$ cat src/rtl/mips_bus_pkg.sv
// ---------------------------------------------------------------------------
// mips_bus_pkg
// Shared definitions for the three-target bus demultiplexer:
//   - FSM state encoding (IDLE / ISSUE / RESP)
//   - address region nibbles (Addr[31:28]) for RAM, IO and timer
//   - one-hot target select constants (bit0 RAM, bit1 IO, bit2 timer)
// ---------------------------------------------------------------------------
package mips_bus_pkg;

   typedef enum logic [1:0] {
      ST_IDLE  = 2'd0,
      ST_ISSUE = 2'd1,
      ST_RESP  = 2'd2
   } bus_state_t;

   localparam logic [3:0] REGION_RAM   = 4'h0;
   localparam logic [3:0] REGION_IO    = 4'h1;
   localparam logic [3:0] REGION_TIMER = 4'h2;

   localparam logic [2:0] SEL_NONE  = 3'b000;
   localparam logic [2:0] SEL_RAM   = 3'b001;
   localparam logic [2:0] SEL_IO    = 3'b010;
   localparam logic [2:0] SEL_TIMER = 3'b100;

endpackage

$ cat src/rtl/mips_bus_demux3_if.sv
// ---------------------------------------------------------------------------
// mips_bus_demux3_if
// Bundles the initiator-side and target-side signals of the demultiplexer.
//   Initiator: Req, Addr, WData, WE -> ; <- RData, Ack, Err, Busy
//   Targets  : <- Tgt_Req, Tgt_Addr, Tgt_WData, Tgt_WE ; Tgt_RData_A/B/C,
//              Tgt_Ack ->
// Modports:
//   master : the surroundings (initiator plus targets), drives requests/acks
//   slave  : the demultiplexer itself
// ---------------------------------------------------------------------------
interface mips_bus_demux3_if #(
   parameter int WIDTH = 32
);
   logic              Req;
   logic [31:0]       Addr;
   logic [WIDTH-1:0]  WData;
   logic              WE;
   logic [WIDTH-1:0]  RData;
   logic              Ack;
   logic              Err;
   logic              Busy;
   logic [2:0]        Tgt_Req;
   logic [31:0]       Tgt_Addr;
   logic [WIDTH-1:0]  Tgt_WData;
   logic              Tgt_WE;
   logic [WIDTH-1:0]  Tgt_RData_A;
   logic [WIDTH-1:0]  Tgt_RData_B;
   logic [WIDTH-1:0]  Tgt_RData_C;
   logic [2:0]        Tgt_Ack;

   modport master (
      output Req, Addr, WData, WE, Tgt_RData_A, Tgt_RData_B, Tgt_RData_C, Tgt_Ack,
      input  RData, Ack, Err, Busy, Tgt_Req, Tgt_Addr, Tgt_WData, Tgt_WE
   );

   modport slave (
      input  Req, Addr, WData, WE, Tgt_RData_A, Tgt_RData_B, Tgt_RData_C, Tgt_Ack,
      output RData, Ack, Err, Busy, Tgt_Req, Tgt_Addr, Tgt_WData, Tgt_WE
   );
endinterface

$ cat src/rtl/mips_bus_addr_decode.sv
// ---------------------------------------------------------------------------
// mips_bus_addr_decode
// Combinational region decode of the top address nibble.
//   i_region : Addr[31:28]
//   o_sel    : one-hot target select (SEL_NONE on a decode error)
//   o_err    : 1 when the nibble maps to no target
// ---------------------------------------------------------------------------
module mips_bus_addr_decode
   import mips_bus_pkg::*;
(
   input  logic [3:0] i_region,
   output logic [2:0] o_sel,
   output logic       o_err
);

   // Map region nibble to target select.
   always_comb begin
      o_sel = SEL_NONE;
      o_err = 1'b0;
      case (i_region)
         REGION_RAM:   o_sel = SEL_RAM;
         REGION_IO:    o_sel = SEL_IO;
         REGION_TIMER: o_sel = SEL_TIMER;
         default:      o_err = 1'b1;
      endcase
   end

endmodule

$ cat src/rtl/mips_bus_demux3.sv
// ---------------------------------------------------------------------------
// mips_bus_demux3
// Single-initiator to three-target bus demultiplexer (RAM, IO, timer).
// A request is accepted only in IDLE, its fields are latched, the decoded
// target is requested until it acks, and a one-cycle Ack (with Err) returns
// to the initiator. All outputs are registered.
//   i_clk : clock, rising edge
//   i_rst : asynchronous active-high reset
//   bus   : mips_bus_demux3_if.slave (initiator and target signals)
// Optional feature: define MIPS_BUS_TIMEOUT_EN to abort a target that does
// not ack within TIMEOUT_CYCLES ISSUE cycles (Ack with Err=1, RData=0).
// ---------------------------------------------------------------------------
module mips_bus_demux3
   import mips_bus_pkg::*;
#(
   parameter int WIDTH          = 32,
   parameter int TIMEOUT_CYCLES = 16
) (
   input  logic                 i_clk,
   input  logic                 i_rst,
   mips_bus_demux3_if.slave     bus
);

   bus_state_t        r_state;
   logic [2:0]        r_sel;
   logic [2:0]        r_tgt_req;
   logic [31:0]       r_addr;
   logic [WIDTH-1:0]  r_wdata;
   logic              r_we;
   logic [WIDTH-1:0]  r_rdata;
   logic              r_ack;
   logic              r_err;
   logic              r_busy;

   logic [2:0]        w_sel;
   logic              w_dec_err;
   logic              w_hit;
   logic [WIDTH-1:0]  w_tgt_rdata;

`ifdef MIPS_BUS_TIMEOUT_EN
   localparam int CNT_W = $clog2(TIMEOUT_CYCLES + 1);
   localparam logic [CNT_W-1:0] CNT_LAST = CNT_W'(TIMEOUT_CYCLES - 1);
   logic [CNT_W-1:0]  r_cnt;
`endif

   mips_bus_addr_decode u_decode (
      .i_region (bus.Addr[31:28]),
      .o_sel    (w_sel),
      .o_err    (w_dec_err)
   );

   // Only the latched target's ack bit counts; stray bits are masked off.
   assign w_hit = |(bus.Tgt_Ack & r_sel);

   // Select read data from the latched target.
   always_comb begin
      w_tgt_rdata = '0;
      case (r_sel)
         SEL_RAM:   w_tgt_rdata = bus.Tgt_RData_A;
         SEL_IO:    w_tgt_rdata = bus.Tgt_RData_B;
         SEL_TIMER: w_tgt_rdata = bus.Tgt_RData_C;
         default:   w_tgt_rdata = '0;
      endcase
   end

   // Transaction FSM with registered outputs.
   always_ff @(posedge i_clk or posedge i_rst) begin
      if (i_rst) begin
         r_state   <= ST_IDLE;
         r_sel     <= SEL_NONE;
         r_tgt_req <= 3'b000;
         r_addr    <= 32'h0000_0000;
         r_wdata   <= '0;
         r_we      <= 1'b0;
         r_rdata   <= '0;
         r_ack     <= 1'b0;
         r_err     <= 1'b0;
         r_busy    <= 1'b0;
`ifdef MIPS_BUS_TIMEOUT_EN
         r_cnt     <= '0;
`endif
      end else begin
         case (r_state)
            ST_IDLE: begin
               if (bus.Req) begin
                  r_addr  <= bus.Addr;
                  r_wdata <= bus.WData;
                  r_we    <= bus.WE;
                  r_sel   <= w_sel;
                  r_busy  <= 1'b1;
                  if (w_dec_err) begin
                     // Decode error answers directly, no target is touched.
                     r_state <= ST_RESP;
                     r_ack   <= 1'b1;
                     r_err   <= 1'b1;
                     r_rdata <= '0;
                  end else begin
                     r_state   <= ST_ISSUE;
                     r_tgt_req <= w_sel;
`ifdef MIPS_BUS_TIMEOUT_EN
                     r_cnt     <= '0;
`endif
                  end
               end
            end
            ST_ISSUE: begin
               if (w_hit) begin
                  r_state   <= ST_RESP;
                  r_tgt_req <= 3'b000;
                  r_ack     <= 1'b1;
                  r_err     <= 1'b0;
                  r_rdata   <= r_we ? '0 : w_tgt_rdata;
               end
`ifdef MIPS_BUS_TIMEOUT_EN
               else if (r_cnt == CNT_LAST) begin
                  r_state   <= ST_RESP;
                  r_tgt_req <= 3'b000;
                  r_ack     <= 1'b1;
                  r_err     <= 1'b1;
                  r_rdata   <= '0;
               end else begin
                  r_cnt <= r_cnt + 1'b1;
               end
`endif
            end
            ST_RESP: begin
               r_state <= ST_IDLE;
               r_ack   <= 1'b0;
               r_busy  <= 1'b0;
            end
            default: begin
               r_state   <= ST_IDLE;
               r_tgt_req <= 3'b000;
               r_ack     <= 1'b0;
               r_busy    <= 1'b0;
            end
         endcase
      end
   end

   assign bus.RData     = r_rdata;
   assign bus.Ack       = r_ack;
   assign bus.Err       = r_err;
   assign bus.Busy      = r_busy;
   assign bus.Tgt_Req   = r_tgt_req;
   assign bus.Tgt_Addr  = r_addr;
   assign bus.Tgt_WData = r_wdata;
   assign bus.Tgt_WE    = r_we;

endmodule

$ cat src/flat_wrapper.sv
// flat-port wrapper written by rule: the top's interface ports become plain ports
module mips_bus_demux3_flat import mips_bus_pkg::*;
#(
   parameter int WIDTH          = 32,
   parameter int TIMEOUT_CYCLES = 16
)
  (i_clk, i_rst, bus_Req, bus_Addr, bus_WData, bus_WE, bus_Tgt_RData_A, bus_Tgt_RData_B, bus_Tgt_RData_C, bus_Tgt_Ack, bus_RData, bus_Ack, bus_Err, bus_Busy, bus_Tgt_Req, bus_Tgt_Addr, bus_Tgt_WData, bus_Tgt_WE);
  mips_bus_demux3_if #(.WIDTH(WIDTH)) bus_i ();
  input  logic i_clk;
  input  logic i_rst;
  input wire logic [$bits(bus_i.Req)-1:0] bus_Req;
  input wire logic [$bits(bus_i.Addr)-1:0] bus_Addr;
  input wire logic [$bits(bus_i.WData)-1:0] bus_WData;
  input wire logic [$bits(bus_i.WE)-1:0] bus_WE;
  input wire logic [$bits(bus_i.Tgt_RData_A)-1:0] bus_Tgt_RData_A;
  input wire logic [$bits(bus_i.Tgt_RData_B)-1:0] bus_Tgt_RData_B;
  input wire logic [$bits(bus_i.Tgt_RData_C)-1:0] bus_Tgt_RData_C;
  input wire logic [$bits(bus_i.Tgt_Ack)-1:0] bus_Tgt_Ack;
  output wire logic [$bits(bus_i.RData)-1:0] bus_RData;
  output wire logic [$bits(bus_i.Ack)-1:0] bus_Ack;
  output wire logic [$bits(bus_i.Err)-1:0] bus_Err;
  output wire logic [$bits(bus_i.Busy)-1:0] bus_Busy;
  output wire logic [$bits(bus_i.Tgt_Req)-1:0] bus_Tgt_Req;
  output wire logic [$bits(bus_i.Tgt_Addr)-1:0] bus_Tgt_Addr;
  output wire logic [$bits(bus_i.Tgt_WData)-1:0] bus_Tgt_WData;
  output wire logic [$bits(bus_i.Tgt_WE)-1:0] bus_Tgt_WE;
  assign bus_i.Req = bus_Req;
  assign bus_i.Addr = bus_Addr;
  assign bus_i.WData = bus_WData;
  assign bus_i.WE = bus_WE;
  assign bus_i.Tgt_RData_A = bus_Tgt_RData_A;
  assign bus_i.Tgt_RData_B = bus_Tgt_RData_B;
  assign bus_i.Tgt_RData_C = bus_Tgt_RData_C;
  assign bus_i.Tgt_Ack = bus_Tgt_Ack;
  assign bus_RData = bus_i.RData;
  assign bus_Ack = bus_i.Ack;
  assign bus_Err = bus_i.Err;
  assign bus_Busy = bus_i.Busy;
  assign bus_Tgt_Req = bus_i.Tgt_Req;
  assign bus_Tgt_Addr = bus_i.Tgt_Addr;
  assign bus_Tgt_WData = bus_i.Tgt_WData;
  assign bus_Tgt_WE = bus_i.Tgt_WE;
  mips_bus_demux3 #(.WIDTH(WIDTH), .TIMEOUT_CYCLES(TIMEOUT_CYCLES)) u_core (.i_clk(i_clk), .i_rst(i_rst), .bus(bus_i));
endmodule
$ cat config.mk
export PLATFORM = sky130hd
export DESIGN_NAME = mips_bus_demux3_flat
export DESIGN_NICKNAME = d
export VERILOG_FILES = /design/src/rtl/mips_bus_pkg.sv /design/src/rtl/mips_bus_demux3_if.sv /design/src/rtl/mips_bus_addr_decode.sv /design/src/rtl/mips_bus_demux3.sv /design/src/flat_wrapper.sv
export SDC_FILE = /design/constraint.sdc
export NUM_CORES = 1
export LEC_CHECK = 0
export ABC_AREA = 1
export CORE_MARGIN = 2
export CORE_UTILIZATION = 43
export CTS_BUF_LIST = sky130_fd_sc_hd__clkbuf_16
export CTS_CLUSTER_DIAMETER = 40
export DETAILED_ROUTE_END_ITERATION = 10
export PLACE_DENSITY = 0.87
export SYNTH_ARGS = -nofsm -noshare
export SYNTH_HDL_FRONTEND = slang
export SYNTH_SLANG_ARGS = --single-unit
$ cat constraint.sdc
create_clock -name i_clk -period 8 [get_ports i_clk]
set_input_delay 0.8 -clock i_clk [delete_from_list [all_inputs] [get_ports i_clk]]
set_output_delay 0.8 -clock i_clk [all_outputs]
set_load 0.05 [all_outputs]
# Word-level counts from Yosys, hierarchy flattened
# Cells that the tools add are included.
[word_totals]
elab_cells = 58
input_bits = 167
output_inout_bits = 103
reg_bits = 108
[op_classes]
n_eq_ne = 11
bitwise_logic = 3
reduce_logical = 11
n_mux = 23
[op_table]
columns = ["cell", "n"]
rows = [
  ["2-to-1 mux 32 bit", 4],
  ["case mux 32 bit (3 select lines)", 1],
  ["case mux 32 bit (2 select lines)", 1],
  ["case mux 3 bit (3 select lines)", 2],
  ["2-to-1 mux 3 bit", 3],
  ["AND reduction 4 bit", 2],
  ["2-to-1 mux 2 bit", 3],
  ["inequality test 2 bit (second input constant)", 3],
  ["case mux 1 bit (2 select lines)", 3],
  ["AND reduction 2 bit", 3],
  ["OR reduction 3 bit", 2],
  ["2-to-1 mux 1 bit", 5],
  ["== test 4 x 1 -> 1 bit (second input constant)", 1],
  ["== test 4 x 2 -> 1 bit (second input constant)", 1],
  ["logical NOT 4 bit", 1],
  ["case mux 2 bit (2 select lines)", 1],
  ["AND 3 bit", 1],
  ["== test 3 x 1 -> 1 bit (second input constant)", 1],
  ["== test 3 x 2 -> 1 bit (second input constant)", 1],
  ["== test 3 bit (second input constant)", 1],
  ["AND reduction 3 bit", 1],
  ["== test 2 x 1 -> 1 bit (second input constant)", 1],
  ["== test 2 bit (second input constant)", 1],
  ["logical NOT 2 bit", 1],
  ["3 further kinds", 4],
]

# Longest topological paths before layout
# Gate-level depths: netlist of run 1.
[logic_depth]
depth_word = 5
depth_mapped = 10

# Hierarchy
# From an unflattened synthesis of run 1, not the netlist that was laid out.
[hier_totals]
cells_unflattened = 486
area_unflattened_um2 = 4744.6
[by_module_without_submodules]
columns = ["mod", "n_inst", "cells_each", "area_each_um2"]
rows = [
  ["mips_bus_demux3", 1, 473, 4692.0],
  ["mips_bus_addr_decode", 1, 13, 52.6],
]

# Worst setup path after synthesis of run 1
# OpenSTA, ideal clock, no wires.
[synth_timing]
kind = "input-to-reg"
from = "in bus_Addr[31]"
to = "reg u_core.r_rdata[10] (netlist: u_core.bus.RData[10])"
arrival_time_ns = 1.576
setup_slack_ns = 6.307
stages = 7
path_cell_list = "nor2_2 -> nand3_1 -> nand2_1 -> nor2_8 -> buf_6 -> nand3_1 -> nand2_1"
[synth_between]
elab_chain_len = 4
elab_cells_between_ends = 6
classes_between = "eq/ne: 3; reduce/logical: 3"
[synth_rtl]
columns = ["item", "line", "rtl"]
rows = [
  ["start: declaration", "flat_wrapper.sv:12", "input wire logic [$bits(bus_i.Addr)-1:0] bus_Addr;"],
  ["== test 4 x 2 -> 1 bit (tied with other cells)", "mips_bus_addr_decode.sv:20", "case (i_region)"],
  ["OR reduction 3 bit (no line) *", "-", ""],
  ["inequality test 2 bit (no line) *", "-", ""],
  ["AND reduction 4 bit (no line) *", "-", ""],
  ["end signal: assignment", "mips_bus_demux3.sv:112", "r_rdata <= r_we ? '0 : w_tgt_rdata;"],
  ["end: declaration", "mips_bus_demux3.sv:30", "logic [WIDTH-1:0] r_rdata;"],
]
# Every way passes the cells marked *; elsewhere a longest branch is shown, timed or not.
# A chain may end at the register's enable or synchronous reset.

# Worst setup path in the final report of run 1
[layout_timing]
from = "in bus_Req"
to = "reg u_core.r_sel[0]"
[layout_between]
elab_chain_len = 1
[layout_rtl]
columns = ["item", "line", "rtl"]
rows = [
  ["start: declaration", "flat_wrapper.sv:11", "input wire logic [$bits(bus_i.Req)-1:0] bus_Req;"],
  ["AND reduction 2 bit (no line)", "-", ""],
  ["end signal: assignment", "mips_bus_demux3.sv:89", "r_sel <= w_sel;"],
  ["end: declaration", "mips_bus_demux3.sv:25", "logic [2:0] r_sel;"],
]
# Every way passes these cells.

==> results of run 1 <==
power groups by stage:
stage | sequential, mW | clock, mW | combinational (mW)
2_1_floorplan | 1.43 | 0 | 0.423
3_5_place_dp | 0.842 | 0 | 1.55
4_1_cts | 0.844 | 0.437 | 1.55
3_3_place_gp | 0.845 | 0 | 1.53
6_report | 0.843 | 0.431 | 1.54
5_1_grt | 0.867 | 0.463 | 1.63
layout by cell type, fill, tap and decap left out, drive strengths merged:
master / Yosys / final
nand2: 314 / 314
clkdlybuf4s50: 0 / 269
dfrtp: 108 / 108
nand3: 101 / 101
nand4: 36 / 36
inv: 14 / 14
clkbuf: 8 / 9
o21ai: 7 / 7
nor2: 6 / 6
clkinv: 1 / 4
buf: 34 / 3
clkinvlp: 0 / 1
bufinv: 0 / 1
state kept, by name, summed over array words and instances (netlist names):
register	cells
u_core.bus.RData	32
u_core.bus.Tgt_Addr	32
u_core.bus.Tgt_WData	32
u_core.bus.Tgt_Req	3
u_core.r_sel	3
u_core.r_state	2
u_core.bus.Ack	1
u_core.bus.Busy	1
u_core.bus.Err	1
u_core.bus.Tgt_WE	1
final timing paths:
path | end | slack, ns | cells past startpoint
max in group asynchronous | u_core.bus.RData[30]$_DFFE_PP0P_ | 5.91 | 3
max | u_core.r_sel[0]$_DFFE_PP0P_ | 5.23 | 6
max reg2reg | u_core.bus.RData[31]$_DFFE_PP0P_ | 5.35 | 7
min reg2reg | u_core.bus.Tgt_Addr[2]$_DFFE_PP0P_ | 0.48 | 2
min | u_core.bus.Tgt_Addr[2]$_DFFE_PP0P_ | 0.48 | 2
min in group asynchronous | u_core.bus.Tgt_WData[1]$_DFFE_PP0P_ | 0.85 | 2
area by class of cell:
class	instances	share of cell area [%]
timing repair buffer	272	34.0
sequential	108	33.9
multi-input combinational	464	25.6
clock buffer	9	2.82
tap	143	2.24
inverter	15	0.768
clock inverter	5	0.690
per-layer routing:
metal  up-vias  global-route usage [%]
li1       2506                       -
met1      2507                    31.0
met2       280                    45.4
met3        22                    9.02
met4         0                    7.89
met5         -                       0
worst max-delay path: stages:
cell and delay (ns):
clkdlybuf4s50_1 0.49, nand2_2 0.06, buf_4 0.33, inv_2 0.90, nand4_1 0.26, o21ai_0 0.15
through the flow:
stage	instances	cell area, um2
floorplan	629	5060
global placement	1002	7700
detailed placement	1002	7700
CTS	1016	7980
global route	1016	7980
finish	1016	7980
cells by family after synthesis:
family / count (synthesis) / share of synthesized area (%)
AOI/OAI and AO/OA: 7 / 0.692
buffers and inverters: 57 / 6.31
and+or+nand+nor: 457 / 39.6
DFF: 108 / 53.4
==> flow_summary.json, run 1 <==
{
  "routed_via_density": 5.23,
  "ys_warn_count": 0,
  "crit_path_end_kind": "register",
  "cts_setup_buffers": 0,
  "synth_nets": 796,
  "power_frac_clock_pct": 15.3,
  "ys_types": 21,
  "drc": 0,
  "setup-violations-final": 0,
  "skew_ns": 0.00650,
  "cts_buffers": 9,
  "syn_area_per_cell_um2": 8.04,
  "crit_start": "bus_Req",
  "clock.fmax_mhz": 361,
  "pwr-share-comb_pct": 54.7,
  "outcome": "complete, no violations",
  "syn_inst": 629,
  "fin_crit_sh_pct": 34.7,
  "min_from": "u_core.bus.Tgt_Addr[2]$_DFFE_PP0P_",
  "netSwitchingPower_mw": 1.37,
  "syn_to_final_growth_pct": 57.7,
  "drt_iter0_markers": 488,
  "synth-seq-cells": 108,
  "synth_edf_count": 0,
  "cp.arrival_ns": 3.02,
  "port_buffers": 269,
  "drtPass1Iterations": 5,
  "total_power_mw": 2.81,
  "synth.most_common_cell": "nand2_1",
  "wl_um": 16700,
  "grt_util_all_layers_pct": 26.2,
  "worstHoldPathType": "reg2reg",
  "die_w_um": 112,
  "async_flop_share_pct": 100,
  "seq_power_share_pct": 30.0,
  "cts.reportedPaths.clkPinSlew_ns": 0.07,
  "layout-drive-gt1-share_pct": 3.89,
  "synth_commonest_cells": "311 x nand2_1, 108 x dfrtp_1, 99 x nand3_1",
  "p_int_mw": 1.45,
  "cap_violations": 0,
  "seq_area_um2": 2700,
  "ys_seq_area_share_pct": 53.4,
  "drv_slew": 0,
  "start_util_pct": 44.1,
  "nets": 1037,
  "num_vias": 5315,
  "fin_ws_ns": 5.23,
  "cts_tree": "yes",
  "hold_viol": 0,
  "grt_pass1_vias": 5252,
  "multi_input_area_um2": 2040,
  "clk_path_buf_depth": 2,
  "cts_sinks": 108,
  "peakVddDrop_mv": 0.357,
  "cts_resized": 0,
  "synth_area_um2": 5060,
  "r2r-start": "u_core.r_sel[1]$_DFFE_PP0P_",
  "rows": 39,
  "synth_top_flop_cell": "dfrtp_1",
  "diodes": 0,
  "slew_headroom_pct": 16.2,
  "rsz0062_at_grt": "false",
  "worstPathMaxFanout": 70,
  "clk_latency_ns": 0.34,
  "worst_hold_slack_ns": 0.479,
  "antenna_found_initial": 0,
  "post_drt_wl_per_cell_um": 16.4,
  "gp_congestion": 0.802,
  "top_layer": "met4",
  "cts_root_buffer": "clkbuf_16",
  "worstSetupPathType": "in2reg",
  "critPathRequiredTime_ns": 8.25,
  "synth_top_cell_by_area": "dfrtp_1",
  "period_minus_slack_ns": 2.77,
  "grt_max_degree": 71,
  "cellPowerDensity_nw_per_um2": 353,
  "antenna_left": 0,
  "core_um2": 11500,
  "synth_area_leaders": "dfrtp_1 53%, nand2_1 23%, nand3_1 9.8%",
  "wl_met3_um": 1770,
  "p_sw_share_pct": 48.5,
  "fillCellCount": 938,
  "fp.dieArea_um2": 12700,
  "synth_top_area_share_pct": 53.4,
  "dieHeight_um": 112,
  "tightestPinTransition_ns": 1.26,
  "htree_levels": 3,
  "pin_count": 270,
  "met2WireLength_um": 8120,
  "grt_pass1_wl_um": 26300,
  "drt-met1-wl_um": 6530,
  "startpoint_type": "primary input",
  "leakage_nw": 3.81,
  "postLayoutCoreUtil_pct": 69.6,
  "hpwl_um": 11500,
  "finalSetupTns_ns": 0,
  "holdBufCountCts": 0,
  "grt-ovfl-total": 0,
  "dp_slack_ns": 4.87
}
Power figures use the tool's default switching activity.
==> inputs of run 2 (changes only) <==
--- a/config.mk
+++ b/config.mk
@@ -7,11 +7,11 @@
 export LEC_CHECK = 0
 export ABC_AREA = 1
 export CORE_MARGIN = 2
-export CORE_UTILIZATION = 43
+export CORE_UTILIZATION = 40
 export CTS_BUF_LIST = sky130_fd_sc_hd__clkbuf_16
 export CTS_CLUSTER_DIAMETER = 40
 export DETAILED_ROUTE_END_ITERATION = 10
-export PLACE_DENSITY = 0.87
+export PLACE_DENSITY = 0.82
 export SYNTH_ARGS = -nofsm -noshare
 export SYNTH_HDL_FRONTEND = slang
 export SYNTH_SLANG_ARGS = --single-unit
==> constraint.sdc (replaced) <==
create_clock -name i_clk -period 2.75 [get_ports i_clk]
set_input_delay 0.275 -clock i_clk [delete_from_list [all_inputs] [get_ports i_clk]]
set_output_delay 0.275 -clock i_clk [all_outputs]
set_load 0.05 [all_outputs]
==> run 2 against run 1 <==
Sequential share of layout area decreased by 0.41 points. Critical endpoint is now bus_Tgt_WE. Critical path depth decreased by 5. Wire length decreased by 1.6%. Clock power increased to 2.8 times the previous value.
==> flow_summary.json, run 2 (synthesized netlist as in run 1, its figures left out) <==
{
  "antenna_found_initial": 1,
  "dpl.cell_count": 1038,
  "start_util_pct": 40.6,
  "cts_root_buffer": "clkbuf_16",
  "wl_um": 16400,
  "grt_util_all_layers_pct": 23.2,
  "grt-ovfl-total": 0,
  "cp_slowest_stage_delay_ns": 0.88,
  "rows": 41,
  "drt_iter0_markers": 282,
  "cts_buffers": 9,
  "cellPowerDensity_nw_per_um2": 1010,
  "grt_max_degree": 70,
  "holdBufCountCts": 0,
  "drtPass1Iterations": 4,
  "crit_buf_inv": 1,
  "cts_resized": 0,
  "port_buffers": 269,
  "cp.arrival_ns": 1.60,
  "rsz0062_at_grt": "false",
  "fin_cells": 1055,
  "drv_slew": 0,
  "cts_tree": "yes",
  "slew_headroom_pct": 54.3,
  "fillCellCount": 1061,
  "period_minus_slack_ns": 1.87,
  "path_cells": "clkdlybuf4s50_1",
  "core_um2": 12500,
  "worstHoldPathType": "in2async",
  "clock.fmax_mhz": 533,
  "grt_pass1_wl_um": 24500,
  "worst_hold_slack_ns": 0.287,
  "clk_path_buf_depth": 2,
  "syn_to_final_growth_pct": 59.6,
  "fp.dieArea_um2": 13600,
  "nets": 1044,
  "dp_slack_ns": 0.869,
  "htree_levels": 3,
  "fin_crit_sh_pct": 68.2,
  "die_w_um": 116,
  "drc": 0,
  "cts_setup_buffers": 0,
  "layout-drive-gt1-share_pct": 4.88,
  "crit_path_end_kind": "output port",
  "clk_latency_ns": 0.34,
  "post_drt_wl_per_cell_um": 15.6,
  "peakVddDrop_mv": 0.789,
  "cap_violations": 0,
  "setup-violations-final": 0,
  "gp_congestion": 0.777,
  "layout_common_cells": "310 x nand2_1, 269 x clkdlybuf4s50_1, 108 x dfrtp_1",
  "leakage_nw": 3.84,
  "cp_top_family": "buffers and inverters",
  "fin_ws_ns": 0.876,
  "final_common_cell": "nand2_1",
  "critPathRequiredTime_ns": 2.48,
  "crit_slowest_cell": "clkdlybuf4s50_1",
  "worstSetupPathType": "reg2out",
  "dieHeight_um": 116,
  "hpwl_um": 11900,
  "routed_via_density": 4.92,
  "cts_sinks": 108,
  "outcome": "complete, no violations",
  "antenna_left": 0,
  "worstPathMaxFanout": 3,
  "skew_ns": 0.00786,
  "cts.reportedPaths.clkPinSlew_ns": 0.08,
  "tightestPinTransition_ns": 0.685,
  "num_vias": 5188,
  "grt_pass1_vias": 4961,
  "hold_viol": 0,
  "finalSetupTns_ns": 0,
  "pin_count": 270,
  "startpoint_type": "register"
}
[run 2: power by group]
group / leakage [nW] / internal, mW / switching [mW]
Sequential: 1.39 / 2.11 / 0.332
Combinational: 2.32 / 1.43 / 3.08
Clock: 0.126 / 0.617 / 0.589
Total: 3.84 / 4.16 / 4.00
[run 2: through the flow]
stage          utilization (%)  area, um2  power (mW)
6_report                  64.8       8080        8.16
4_1_cts                   64.8       8080        8.23
5_1_grt                   64.8       8080        8.58
3_3_place_gp              62.6       7800        6.93
2_1_floorplan                -       5060        5.40
3_5_place_dp              62.6       7800        6.98
[run 2: path summary, 6_finish.rpt]
kind | startpoint | to | slack, ns | cells past startpoint
max in group asynchronous | i_rst | u_core.bus.RData[19]$_DFFE_PP0P_ | 1.70 | 3
min | i_rst | u_core.bus.Tgt_WData[12]$_DFFE_PP0P_ | 0.29 | 2
max | u_core.bus.Tgt_WE$_DFFE_PP0P_ | bus_Tgt_WE | 0.88 | 1
min reg2reg | u_core.bus.RData[14]$_DFFE_PP0P_ | u_core.bus.RData[14]$_DFFE_PP0P_ | 0.48 | 2
min in group i_clk | bus_WData[12] | u_core.bus.Tgt_WData[12]$_DFFE_PP0P_ | 0.46 | 3
max reg2reg | u_core.r_sel[0]$_DFFE_PP0P_ | u_core.bus.RData[16]$_DFFE_PP0P_ | 0.91 | 8
[run 2: area by class of cell]
type | count | area (um2) | share of cell area [%]
Sequential cell | 108 | 2700 | 33.5
Timing Repair Buffer | 279 | 2780 | 34.4
Multi-Input combinational cell | 464 | 2040 | 25.3
Antenna cell | 1 | 2.50 | 0.0310
Clock inverter | 7 | 48.8 | 0.604
Tap cell | 172 | 215 | 2.66
Clock buffer | 9 | 225 | 2.79
Inverter | 15 | 62.6 | 0.774
[run 2: metal layers]
metal / up-vias / track usage, % / part of all wire (%)
li1: 2529 / - / -
met1: 2412 / 27.1 / 39
met2: 229 / 39.3 / 47
met3: 18 / 8.77 / 12
met4: 0 / 8.33 / 1.6
met5: - / 0 / 0
